===== config.mk =====
export PLATFORM = sky130hd
export DESIGN_NAME = legv8_bus_bridge_flat
export DESIGN_NICKNAME = d
export VERILOG_FILES = /design/src/rtl/legv8_bus_bridge_if.sv /design/src/rtl/legv8_bus_bridge.sv /design/src/flat_wrapper.sv
export SDC_FILE = /design/constraint.sdc
export NUM_CORES = 1
export LEC_CHECK = 0
export BUFFER_PORTS_ARGS = -buffer_cell sky130_fd_sc_hd__buf_2
export CELL_PAD_IN_SITES_DETAIL_PLACEMENT = 0
export CELL_PAD_IN_SITES_GLOBAL_PLACEMENT = 1
export CORE_MARGIN = 2
export CORE_UTILIZATION = 47
export CTS_BUF_LIST = sky130_fd_sc_hd__clkbuf_8
export CTS_CLUSTER_SIZE = 24
export DETAILED_ROUTE_END_ITERATION = 12
export GPL_TIMING_DRIVEN = 1
export PLACE_DENSITY_LB_ADDON = 0.1
export RECOVER_POWER = 100
export SYNTH_ARGS = -nofsm -noshare
export SYNTH_HDL_FRONTEND = slang
export SYNTH_SLANG_ARGS = --single-unit

===== constraint.sdc =====
create_clock -name clock -period 7.9 [get_ports clock]
set_clock_uncertainty 0.15 [all_clocks]
set_input_delay 1.185 -clock clock [delete_from_list [all_inputs] [get_ports clock]]
set_output_delay 1.185 -clock clock [all_outputs]
set_load 0.05 [all_outputs]

===== src/rtl/legv8_bus_bridge_if.sv =====
// Signal bundle between the LEGv8 bus bridge, the CPU core and the external
// memory/IO bus.
//   master : the bridge's view (takes CPU requests, drives the bus beats)
//   slave  : the environment's view (CPU core plus bus target)
interface legv8_bus_bridge_if #(
  parameter int ADDR_WIDTH = 32,
  parameter int DATA_WIDTH = 64,
  parameter int BUS_WIDTH  = 16
);

  // CPU side
  logic                  cpu_req;
  logic                  cpu_we;
  logic [ADDR_WIDTH-1:0] cpu_addr;
  logic [DATA_WIDTH-1:0] cpu_wdata;
  logic [DATA_WIDTH-1:0] cpu_rdata;
  logic                  cpu_stall;
  logic                  cpu_done;
  logic                  cpu_err;

  // external bus side
  logic                  bus_valid;
  logic                  bus_we;
  logic [ADDR_WIDTH-1:0] bus_addr;
  logic [BUS_WIDTH-1:0]  bus_wdata;
  logic [BUS_WIDTH-1:0]  bus_rdata;
  logic                  bus_ready;

  modport master (
    input  cpu_req, cpu_we, cpu_addr, cpu_wdata,
    output cpu_rdata, cpu_stall, cpu_done, cpu_err,
    output bus_valid, bus_we, bus_addr, bus_wdata,
    input  bus_rdata, bus_ready
  );

  modport slave (
    output cpu_req, cpu_we, cpu_addr, cpu_wdata,
    input  cpu_rdata, cpu_stall, cpu_done, cpu_err,
    input  bus_valid, bus_we, bus_addr, bus_wdata,
    output bus_rdata, bus_ready
  );

endinterface


===== src/rtl/legv8_bus_bridge.sv =====
// LEGv8 memory-bus bridge: splits each DATA_WIDTH CPU access into
// BEATS = DATA_WIDTH/BUS_WIDTH sequential valid/ready beats on a narrower
// bus, stalling the CPU until the access completes.
// Optional feature macro: LEGV8_BUS_TIMEOUT_EN -- per-beat wait counter that
// aborts a stuck beat after TIMEOUT wait cycles and reports cpu_err.
// All bus-side outputs and the CPU completion flags are registered; only
// cpu_stall is combinational so the CPU freezes in the request cycle.
module legv8_bus_bridge #(
  parameter int ADDR_WIDTH = 32,
  parameter int DATA_WIDTH = 64,
  parameter int BUS_WIDTH  = 16,
  parameter int TIMEOUT    = 255
) (
  input  logic                  clock,
  input  logic                  reset,
  legv8_bus_bridge_if.master    bif
);

  localparam int BEATS  = DATA_WIDTH / BUS_WIDTH;
  localparam int BEAT_W = (BEATS > 1) ? $clog2(BEATS) : 1;
  localparam int BYTES  = BUS_WIDTH / 8;
  localparam logic [BEAT_W-1:0] LAST_BEAT = BEAT_W'(BEATS - 1);

  // reject configurations the beat slicing cannot represent
  if (((DATA_WIDTH % BUS_WIDTH) != 0) || ((BUS_WIDTH % 8) != 0) ||
      (BEATS < 1) || (BEATS > 8) || (TIMEOUT < 1)) begin : g_bad_cfg
    $error("legv8_bus_bridge: illegal parameter configuration");
  end

  typedef enum logic [1:0] {
    ST_IDLE = 2'd0,
    ST_BEAT = 2'd1,
    ST_DONE = 2'd2
  } state_t;

  state_t                  state_r,      state_next_s;
  logic [BEAT_W-1:0]       beat_r,       beat_next_s;
  logic [ADDR_WIDTH-1:0]   base_r,       base_next_s;
  logic                    we_r,         we_next_s;
  logic [DATA_WIDTH-1:0]   wdata_r,      wdata_next_s;
  logic [DATA_WIDTH-1:0]   asm_r,        asm_next_s;
  logic [DATA_WIDTH-1:0]   rdata_r,      rdata_next_s;
  logic                    done_r,       done_next_s;
  logic                    err_r,        err_next_s;
  logic                    bus_valid_r,  bus_valid_next_s;
  logic                    bus_we_r,     bus_we_next_s;
  logic [ADDR_WIDTH-1:0]   bus_addr_r,   bus_addr_next_s;
  logic [BUS_WIDTH-1:0]    bus_wdata_r,  bus_wdata_next_s;

`ifdef LEGV8_BUS_TIMEOUT_EN
  localparam int WAIT_W = $clog2(TIMEOUT + 1);
  // the abort fires on the wait cycle that would bring the count to TIMEOUT
  localparam logic [WAIT_W-1:0] WAIT_LIMIT = WAIT_W'(TIMEOUT - 1);
  logic [WAIT_W-1:0]       wait_cnt_r,   wait_cnt_next_s;
`endif

  // state register plus all registered outputs, cleared asynchronously
  always_ff @(posedge clock or negedge reset) begin
    if (!reset) begin
      state_r     <= ST_IDLE;
      beat_r      <= '0;
      base_r      <= '0;
      we_r        <= 1'b0;
      wdata_r     <= '0;
      asm_r       <= '0;
      rdata_r     <= '0;
      done_r      <= 1'b0;
      err_r       <= 1'b0;
      bus_valid_r <= 1'b0;
      bus_we_r    <= 1'b0;
      bus_addr_r  <= '0;
      bus_wdata_r <= '0;
`ifdef LEGV8_BUS_TIMEOUT_EN
      wait_cnt_r  <= '0;
`endif
    end else begin
      state_r     <= state_next_s;
      beat_r      <= beat_next_s;
      base_r      <= base_next_s;
      we_r        <= we_next_s;
      wdata_r     <= wdata_next_s;
      asm_r       <= asm_next_s;
      rdata_r     <= rdata_next_s;
      done_r      <= done_next_s;
      err_r       <= err_next_s;
      bus_valid_r <= bus_valid_next_s;
      bus_we_r    <= bus_we_next_s;
      bus_addr_r  <= bus_addr_next_s;
      bus_wdata_r <= bus_wdata_next_s;
`ifdef LEGV8_BUS_TIMEOUT_EN
      wait_cnt_r  <= wait_cnt_next_s;
`endif
    end
  end

  // next-state, request latching, read assembly and next registered outputs
  always_comb begin
    state_next_s     = state_r;
    beat_next_s      = beat_r;
    base_next_s      = base_r;
    we_next_s        = we_r;
    wdata_next_s     = wdata_r;
    asm_next_s       = asm_r;
    rdata_next_s     = rdata_r;
    done_next_s      = 1'b0;
    err_next_s       = 1'b0;
    bus_valid_next_s = 1'b0;
    bus_we_next_s    = 1'b0;
    bus_addr_next_s  = bus_addr_r;
    bus_wdata_next_s = bus_wdata_r;
`ifdef LEGV8_BUS_TIMEOUT_EN
    wait_cnt_next_s  = wait_cnt_r;
`endif

    case (state_r)
      ST_IDLE: begin
        if (bif.cpu_req) begin
          // the whole request is captured here; later cpu_* changes are ignored
          base_next_s  = bif.cpu_addr;
          we_next_s    = bif.cpu_we;
          wdata_next_s = bif.cpu_wdata;
          beat_next_s  = '0;
          state_next_s = ST_BEAT;
`ifdef LEGV8_BUS_TIMEOUT_EN
          wait_cnt_next_s = '0;
`endif
        end else begin
          state_next_s = ST_IDLE;
        end
      end

      ST_BEAT: begin
        if (bif.bus_ready) begin
          if (!we_r) begin
            asm_next_s[int'(beat_r) * BUS_WIDTH +: BUS_WIDTH] = bif.bus_rdata;
          end else begin
            asm_next_s = asm_r;
          end
`ifdef LEGV8_BUS_TIMEOUT_EN
          wait_cnt_next_s = '0;
`endif
          if (beat_r == LAST_BEAT) begin
            state_next_s = ST_DONE;
            done_next_s  = 1'b1;
            // read data is presented together with the done pulse
            if (!we_r) begin
              rdata_next_s = asm_next_s;
            end else begin
              rdata_next_s = rdata_r;
            end
          end else begin
            beat_next_s  = beat_r + 1'b1;
            state_next_s = ST_BEAT;
          end
        end else begin
`ifdef LEGV8_BUS_TIMEOUT_EN
          if (wait_cnt_r >= WAIT_LIMIT) begin
            // stuck beat: abandon the remaining beats and flag the error
            state_next_s = ST_DONE;
            done_next_s  = 1'b1;
            err_next_s   = 1'b1;
            if (!we_r) begin
              rdata_next_s = '1;
            end else begin
              rdata_next_s = rdata_r;
            end
          end else begin
            wait_cnt_next_s = wait_cnt_r + 1'b1;
            state_next_s    = ST_BEAT;
          end
`else
          state_next_s = ST_BEAT;
`endif
        end
      end

      ST_DONE: begin
        // a request seen here is ignored; it is taken up again in IDLE
        state_next_s = ST_IDLE;
      end

      default: begin
        state_next_s = ST_IDLE;
      end
    endcase

    // beat outputs follow the beat that will be active after this edge
    if (state_next_s == ST_BEAT) begin
      bus_valid_next_s = 1'b1;
      bus_we_next_s    = we_next_s;
      bus_addr_next_s  = base_next_s +
                         (ADDR_WIDTH'(beat_next_s) * ADDR_WIDTH'(BYTES));
      bus_wdata_next_s = wdata_next_s[int'(beat_next_s) * BUS_WIDTH +: BUS_WIDTH];
    end else begin
      bus_valid_next_s = 1'b0;
      bus_we_next_s    = 1'b0;
      bus_addr_next_s  = bus_addr_r;
      bus_wdata_next_s = bus_wdata_r;
    end
  end

  assign bif.cpu_stall = (state_r == ST_BEAT) | ((state_r == ST_IDLE) & bif.cpu_req);
  assign bif.cpu_rdata = rdata_r;
  assign bif.cpu_done  = done_r;
  assign bif.cpu_err   = err_r;
  assign bif.bus_valid = bus_valid_r;
  assign bif.bus_we    = bus_we_r;
  assign bif.bus_addr  = bus_addr_r;
  assign bif.bus_wdata = bus_wdata_r;

endmodule


===== src/flat_wrapper.sv =====
// flat-port wrapper written by rule: the top's interface ports become plain ports
module legv8_bus_bridge_flat 
#(
  parameter int ADDR_WIDTH = 32,
  parameter int DATA_WIDTH = 64,
  parameter int BUS_WIDTH  = 16,
  parameter int TIMEOUT    = 255
)
  (clock, reset, bif_cpu_req, bif_cpu_we, bif_cpu_addr, bif_cpu_wdata, bif_cpu_rdata, bif_cpu_stall, bif_cpu_done, bif_cpu_err, bif_bus_valid, bif_bus_we, bif_bus_addr, bif_bus_wdata, bif_bus_rdata, bif_bus_ready);
  legv8_bus_bridge_if #(.ADDR_WIDTH(ADDR_WIDTH), .DATA_WIDTH(DATA_WIDTH), .BUS_WIDTH(BUS_WIDTH)) bif_i ();
  input  logic clock;
  input  logic reset;
  input wire logic [$bits(bif_i.cpu_req)-1:0] bif_cpu_req;
  input wire logic [$bits(bif_i.cpu_we)-1:0] bif_cpu_we;
  input wire logic [$bits(bif_i.cpu_addr)-1:0] bif_cpu_addr;
  input wire logic [$bits(bif_i.cpu_wdata)-1:0] bif_cpu_wdata;
  output wire logic [$bits(bif_i.cpu_rdata)-1:0] bif_cpu_rdata;
  output wire logic [$bits(bif_i.cpu_stall)-1:0] bif_cpu_stall;
  output wire logic [$bits(bif_i.cpu_done)-1:0] bif_cpu_done;
  output wire logic [$bits(bif_i.cpu_err)-1:0] bif_cpu_err;
  output wire logic [$bits(bif_i.bus_valid)-1:0] bif_bus_valid;
  output wire logic [$bits(bif_i.bus_we)-1:0] bif_bus_we;
  output wire logic [$bits(bif_i.bus_addr)-1:0] bif_bus_addr;
  output wire logic [$bits(bif_i.bus_wdata)-1:0] bif_bus_wdata;
  input wire logic [$bits(bif_i.bus_rdata)-1:0] bif_bus_rdata;
  input wire logic [$bits(bif_i.bus_ready)-1:0] bif_bus_ready;
  assign bif_i.cpu_req = bif_cpu_req;
  assign bif_i.cpu_we = bif_cpu_we;
  assign bif_i.cpu_addr = bif_cpu_addr;
  assign bif_i.cpu_wdata = bif_cpu_wdata;
  assign bif_cpu_rdata = bif_i.cpu_rdata;
  assign bif_cpu_stall = bif_i.cpu_stall;
  assign bif_cpu_done = bif_i.cpu_done;
  assign bif_cpu_err = bif_i.cpu_err;
  assign bif_bus_valid = bif_i.bus_valid;
  assign bif_bus_we = bif_i.bus_we;
  assign bif_bus_addr = bif_i.bus_addr;
  assign bif_bus_wdata = bif_i.bus_wdata;
  assign bif_i.bus_rdata = bif_bus_rdata;
  assign bif_i.bus_ready = bif_bus_ready;
  legv8_bus_bridge #(.ADDR_WIDTH(ADDR_WIDTH), .DATA_WIDTH(DATA_WIDTH), .BUS_WIDTH(BUS_WIDTH), .TIMEOUT(TIMEOUT)) u_core (.clock(clock), .reset(reset), .bif(bif_i));
endmodule

# [Yosys cells after proc, flatten, opt, wreduce, memory -nomap -nowiden]
# Cells that the tools add are included.
[op_classes] addsub=3 eq_ne=3 shifts=3 mux=21 bitwise=3 reduce_logical=3
[op_table] operator="two-way mux 64 bit" n=3
[op_table] operator="bitwise mux 64 bit" n=1
[op_table] operator="two-way mux 32 bit" n=2
[op_table] operator="variable shift 16 x 33 -> 64 bit, first input constant" n=1
[op_table] operator="variable part select 16 x 33 -> 64 bit" n=1
[op_table] operator="variable part select 64 x 7 -> 16 bit" n=1
[op_table] operator="negator 6 -> 33 bit" n=1
[op_table] operator="adder 32 x 3 -> 32 bit" n=1
[op_table] operator="two-way mux 2 bit" n=5
[op_table] operator="two-way mux 1 bit" n=8
[op_table] operator="one-hot mux 2 bit (2 select lines)" n=2
[op_table] operator="equality test 2 x 1 -> 1 bit, second input constant" n=2
[op_table] operator="AND reduction 4 bit" n=1
[op_table] operator="adder 2 x 1 -> 2 bit, second input constant" n=1
[op_table] operator="equality test 2 bit, second input constant" n=1
[op_table] operator="zero test 2 bit" n=1
[op_table] operator="AND reduction 2 bit" n=1
[op_table] operator="AND 1 bit" n=1
[op_table] operator="NOT 1 bit" n=1
[op_table] operator="bitwise OR 1 bit" n=1
[word_totals] ff_bits=280 output_inout_bits=117

# [Depth between registers and ports, before layout]
[depth] ltp_word=6 depth_mapped=15 mapped_depth_nobuf=12

# [Worst setup path after synthesis]
# No wires, ideal clock.
[synth_timing] path_type="in2reg" start="input bif_cpu_req" end="register u_core.bus_addr_r[31], in the netlist u_core.bif.bus_addr[31]" arrival_ns=4.222 required_time_ns=7.624 path_slack_ns=3.402 stages=14 path_cell_list="nor3b_4 -> buf_2 -> buf_2 -> buf_2 -> nand2_1 -> nand2_1 -> ha_1 -> inv_1 -> fa_1 -> nand2b_1 -> nor4_1 -> a32oi_1 -> o311a_1 -> a221o_1"
[synth_between] elab_chain_len=3
[synth_lines] element="from (decl)" line="flat_wrapper.sv:13" source="input wire logic [$bits(bif_i.cpu_req)-1:0] bif_cpu_req;"
[synth_lines] element="two-way mux 32 bit" line="legv8_bus_bridge.sv:117" source="if (bif.cpu_req) begin"
[synth_lines] element="two-way mux 32 bit" line="legv8_bus_bridge.sv:115" source="case (state_r)"
[synth_lines] element="named net u_core.base_next_s[1]" line="legv8_bus_bridge.sv:38" source="logic [ADDR_WIDTH-1:0] base_r, base_next_s;"
[synth_lines] element="adder 32 x 3 -> 32 bit" line="legv8_bus_bridge.sv:191" source="bus_addr_next_s = base_next_s +"
[synth_lines] element="to (signal assigned)" line="legv8_bus_bridge.sv:88" source="bus_addr_r <= bus_addr_next_s;"
[synth_lines] element="to (decl)" line="legv8_bus_bridge.sv:47" source="logic [ADDR_WIDTH-1:0] bus_addr_r, bus_addr_next_s;"
# The timed path passes the listed nets, and every way through them passes these cells.
# A chain may end at the register's enable or synchronous reset.

# [Final worst setup path]
[layout_timing] start="input bif_cpu_req" end="register u_core.bus_addr_r[31], in the netlist u_core.bif.bus_addr[31]"
[layout_between] elab_chain_len=3
[layout_lines] element="two-way mux 2 bit, or another cell as far along" line="legv8_bus_bridge.sv:117"
[layout_lines] element="one-hot mux 2 bit (2 select lines) or two-way mux 32 bit (tied branches)" line="legv8_bus_bridge.sv:115"
[layout_lines] element="adder 32 x 3 -> 32 bit or equality test 2 x 1 -> 1 bit (tied branches)" line="legv8_bus_bridge.sv:191, legv8_bus_bridge.sv:188"
# Several ways; a longest one is shown, not always the timed one.

==> metrics.md <==
| Metric | Value |
|---|---|
| Critical Path, Cell by Cell | `clkbuf_1, nor3b_1, a21oi_4, clkbuf_1, ha_1, inv_1, fa_1, nand2b_1, nor4_1, a32oi_1, nor3_1, a221o_1` |
| Slew Limit Headroom | `-1.52` |
| Top_reg_cell synth | `dfrtp_1` |
| Fmax | `176 MHz` |
| Final hold slack | `0.315 ns` |
| Setup WS pre-CTS | `2.87 ns` |
| Tot Pwr | `6.38 mW` |
| Critical Path Source Type | `input port` |
| Sequential fraction of design power | `0.364` |
| Post-synthesis xor/xnor area fraction | `0.0105` |
| Largest family of logic cells by synthesized area | `simple AND/OR/NAND/NOR gates` |
| Clock Latency Late Sink | `0.55 ns` |
| Syn_area_per_cell | `10.3 µm²` |
| Synth area leaders | `dfrtp_1, nand2_1, a22o_1` |
| First-pass GRT wire length | `49300 µm` |
| DR vias/cell | `5.39` |
| Top Ports | `234` |
| Clock sinks | `264` |
| Synth top area share | `0.564` |
| Met2 routed WL | `14200 µm` |
| Setup total negative slack | `0 ns` |
| Die ar. | `26200 µm²` |
| YS warnings | `0` |
| Via count | `9124` |
| ANT nets after route | `0` |
| NetSw | `2.87 mW` |
| Worst path required time | `8.18 ns` |
| R2R depth | `11` |
| Horiz. Die Dim | `162 µm` |
| Mux share of post-synthesis cell area | `0.0631` |
| Uppermost layer routed | `met5` |
| Post-CTS Setup Bufs | `0` |
| RR Startpoint | `u_core.state_r[1]` |
| HPWL Detailed | `20000 µm` |
| Worst vdd ir | `0.000249 V` |
| R2R Setup Slk | `2.45 ns` |
| CTS clk-pin slew, worst paths | `0.06 ns` |
| Total gr overflow | `0` |
| Post-synthesis adder-cell area fraction | `0.0102` |
| CP max stage delay | `1.96 ns` |
| Hold depth | `2` |
| Final Wtd Congestion | `0.805` |
| Routed WL | `30500 µm` |
| Fillcell total | `2306` |
| M1 WL | `13600 µm` |
| First-pass DRT Iterations | `5` |
| Clk pwr share | `0.188` |
| Wire per inst | `18.0 µm` |
| TritonCTS Buffers | `44` |
| Comb power frac | `0.448` |
| Final setup margin | `2.21 ns` |
| Final setup viols | `0` |
| Worst Setup End Kind | `register` |
| Net count after synthesis | `1260` |
| Area leader, netlist | `dfrtp_1` |
| Port buffer count | `232` |
| Final hold vios | `0` |
| Vias in the first global route | `9092` |
| Sw Ratio | `0.449` |
| Max-slew violations | `313` |
| Core Rows | `57` |
| Internal | `3.51 mW` |
| Final Cycle Share | `0.720` |
| P per Cell Area | `464 nW/µm²` |
| CP max FO | `21` |
| Max clock buf depth | `3` |
| Sequential element share of the synthesized area | `0.564` |
| Cell mode on critical path | `clkbuf_1` |
| Antenna violations before repair | `2` |
| Root buffer cell | `clkbuf_8` |
| PostCTS Resize Cnt | `0` |
| Fraction of final layout cells with drive strength greater than 1 | `0.168` |
| Syn Inst Count | `1134` |
| Synth unique cells | `63` |
| Worst Hold End | `u_core.wdata_r[40]` |
| Drt drc | `0` |
| Hold-fix buffers, CTS | `0` |
| Slew at the pin closest to its max-slew limit | `3.77 ns` |
| Status | `finished, violations left` |
| Final-stage net count | `1467` |
| RSZ-0062 raised after global routing | `no` |
| EDFF count, synth | `0` |
| Reg2reg end | `u_core.bif.bus_addr[31]` |
| Fin crit period | `5.69 ns` |
| Flops & latches, synth | `264` |
| Compound-Gate Fraction of Synth Area | `0.129` |
| Critical path's slowest cell | `nor3b_1` |
| CTS tree | `yes` |
| Simple-gate share of the synthesized area | `0.186` |
| Failing checks | `max-capacitance violations, max-slew violations` |
| Largest net degree at the start of global routing | `195` |
| DR iter-0 viols | `659` |
| Lkg Pwr | `6.56 nW` |
| CTS H-tree lvls | `2` |
| Synthesized area | `11700 µm²` |
| HP Class | `reg2reg` |
| Async set-reset flop share out of synthesis | `1.00` |
| CP Class | `in2reg` |
| Met3 WL | `2020 µm` |
| GRT Total Usage | `0.237` |
| Crit path DAT | `5.97 ns` |
| Max-cap viol count | `7` |
| Area grow syn2layout | `17.1%` |
| Placeable Area | `24400 µm²` |
| DIE HEIGHT | `162 µm` |
| Initial cell density of the core | `0.481` |
| Hold path startpoint | `u_core.wdata_r[40]` |
[metrics by stage]
| stage | cell area [µm²] | instances | utilization |
|---|---|---|---|
| global route | 13700 | 1693 | 0.563 |
| CTS | 13900 | 1693 | 0.572 |
| floorplan | 11700 | 1134 | - |
| global placement | 13100 | 1619 | 0.536 |
| finish | 13700 | 1694 | 0.563 |
| detailed placement | 13100 | 1619 | 0.536 |
[layer usage]
metal,up-vias,track usage
met1,4430,0.335
li1,4358,-
met3,51,0.0447
met2,283,0.376
met5,-,0
met4,2,0.0672
[final cells by class]
class / count / area, µm² / share of cell area
Sequential cell: 264 / 6610 / 0.481
Tap cell: 324 / 405 / 0.0295
Multi-Input combinational cell: 767 / 4670 / 0.340
Antenna cell: 1 / 2.50 / 0.000182
Inverter: 16 / 60.1 / 0.00437
Clock inverter: 18 / 109 / 0.00793
Timing Repair Buffer: 248 / 1110 / 0.0807
Clock buffer: 56 / 771 / 0.0561
[cells in the final DEF, fill, tap and decap left out, types with 5 or more instances in the layout]
| master | n |
|---|---|
| nand2_1 | 302 |
| buf_2 | 113 |
| dfrtp_1 | 264 |
| inv_1 | 28 |
| a31oi_1 | 8 |
| mux2_2 | 18 |
| nand3_1 | 20 |
| mux2i_1 | 12 |
| xor2_1 | 10 |
| clkbuf_8 | 56 |
| o31ai_1 | 12 |
| clkbuf_1 | 129 |
| and3_1 | 8 |
| a221oi_1 | 48 |
| mux4_2 | 16 |
| nand4_1 | 11 |
| mux2_1 | 5 |
| nor4_1 | 5 |
| o21ai_0 | 23 |
| nor2_1 | 106 |
| a21o_1 | 5 |
| ha_1 | 8 |
| buf_4 | 5 |
| nor3_1 | 11 |
| a22o_1 | 64 |
| nand2b_1 | 6 |
[registers in the layout, indices dropped and copies added, names as in the netlist]
name,cells
u_core.wdata_r,64
u_core.we_r,1
u_core.state_r,2
u_core.bif.cpu_done,1
u_core.asm_r,48
u_core.bif.cpu_rdata,64
u_core.bif.bus_we,1
u_core.bif.bus_wdata,16
u_core.beat_r,2
u_core.bif.bus_valid,1
u_core.base_r,32
u_core.bif.bus_addr,32
[worst max-delay path: cells and delay by family]
family / cells / cell delay [ns]
compound gates: 3 / 0.75
simple gates: 4 / 2.29
fa+ha+maj: 2 / 0.82
buf+inv: 3 / 0.91
[power by group through the flow]
| stage | Combinational, mW | Clock (mW) | Sequential, mW |
|---|---|---|---|
| 6_report | 2.86 | 1.20 | 2.32 |
| 5_1_grt | 3.12 | 1.30 | 2.39 |
| 4_1_cts | 2.97 | 1.23 | 2.32 |
| 3_5_place_dp | 2.96 | 0 | 2.33 |
| 3_3_place_gp | 2.92 | 0 | 2.32 |
| 2_1_floorplan | 1.39 | 0 | 3.16 |
[worst max path at each step]
stage | from | end | slack (ns) | cells after the start
after floorplan | bif_cpu_req | u_core.bif.bus_addr[31] | 3.40 | 14
after global placement | bif_bus_ready | u_core.bif.bus_addr[31] | 3.01 | 13
after detailed placement | bif_bus_ready | u_core.bif.bus_addr[31] | 2.87 | 13
after CTS | bif_bus_ready | u_core.bif.bus_addr[31] | 3.47 | 13
after global routing | bif_cpu_req | u_core.bif.bus_addr[31] | 1.63 | 12
final | bif_cpu_req | u_core.bif.bus_addr[31] | 2.21 | 12
[cell families (layout without fill, tap and decap cells)]
group	Yosys count	after routing
buffers and inverters	103	338
xor gates and xnor gates	14	14
muxes	51	51
other	1	2
adders and majority gates	9	9
AOI/OAI and AO/OA	187	187
DFF	264	264
and+or+nand+nor	505	505
[Yosys cell counts (all sizes together) (3+ instances only)]
cell type,count
a221oi,48
mux4,16
a21oi,5
mux2,23
buf,30
and4,4
inv,15
ha,8
nor2,106
and2,3
nand2,303
and3,8
a22o,64
o31ai,12
o211ai,3
o21ai,24
clkbuf,57
nor4b,4
xnor2,4
nor4,6
or3,4
a31oi,8
a21o,5
nor3,13
nor2b,4
dfrtp,264
nand4,11
nand3,20
mux2i,12
xor2,10
or2,5
nand2b,6
No activity file was read; power rests on OpenSTA's default activity.
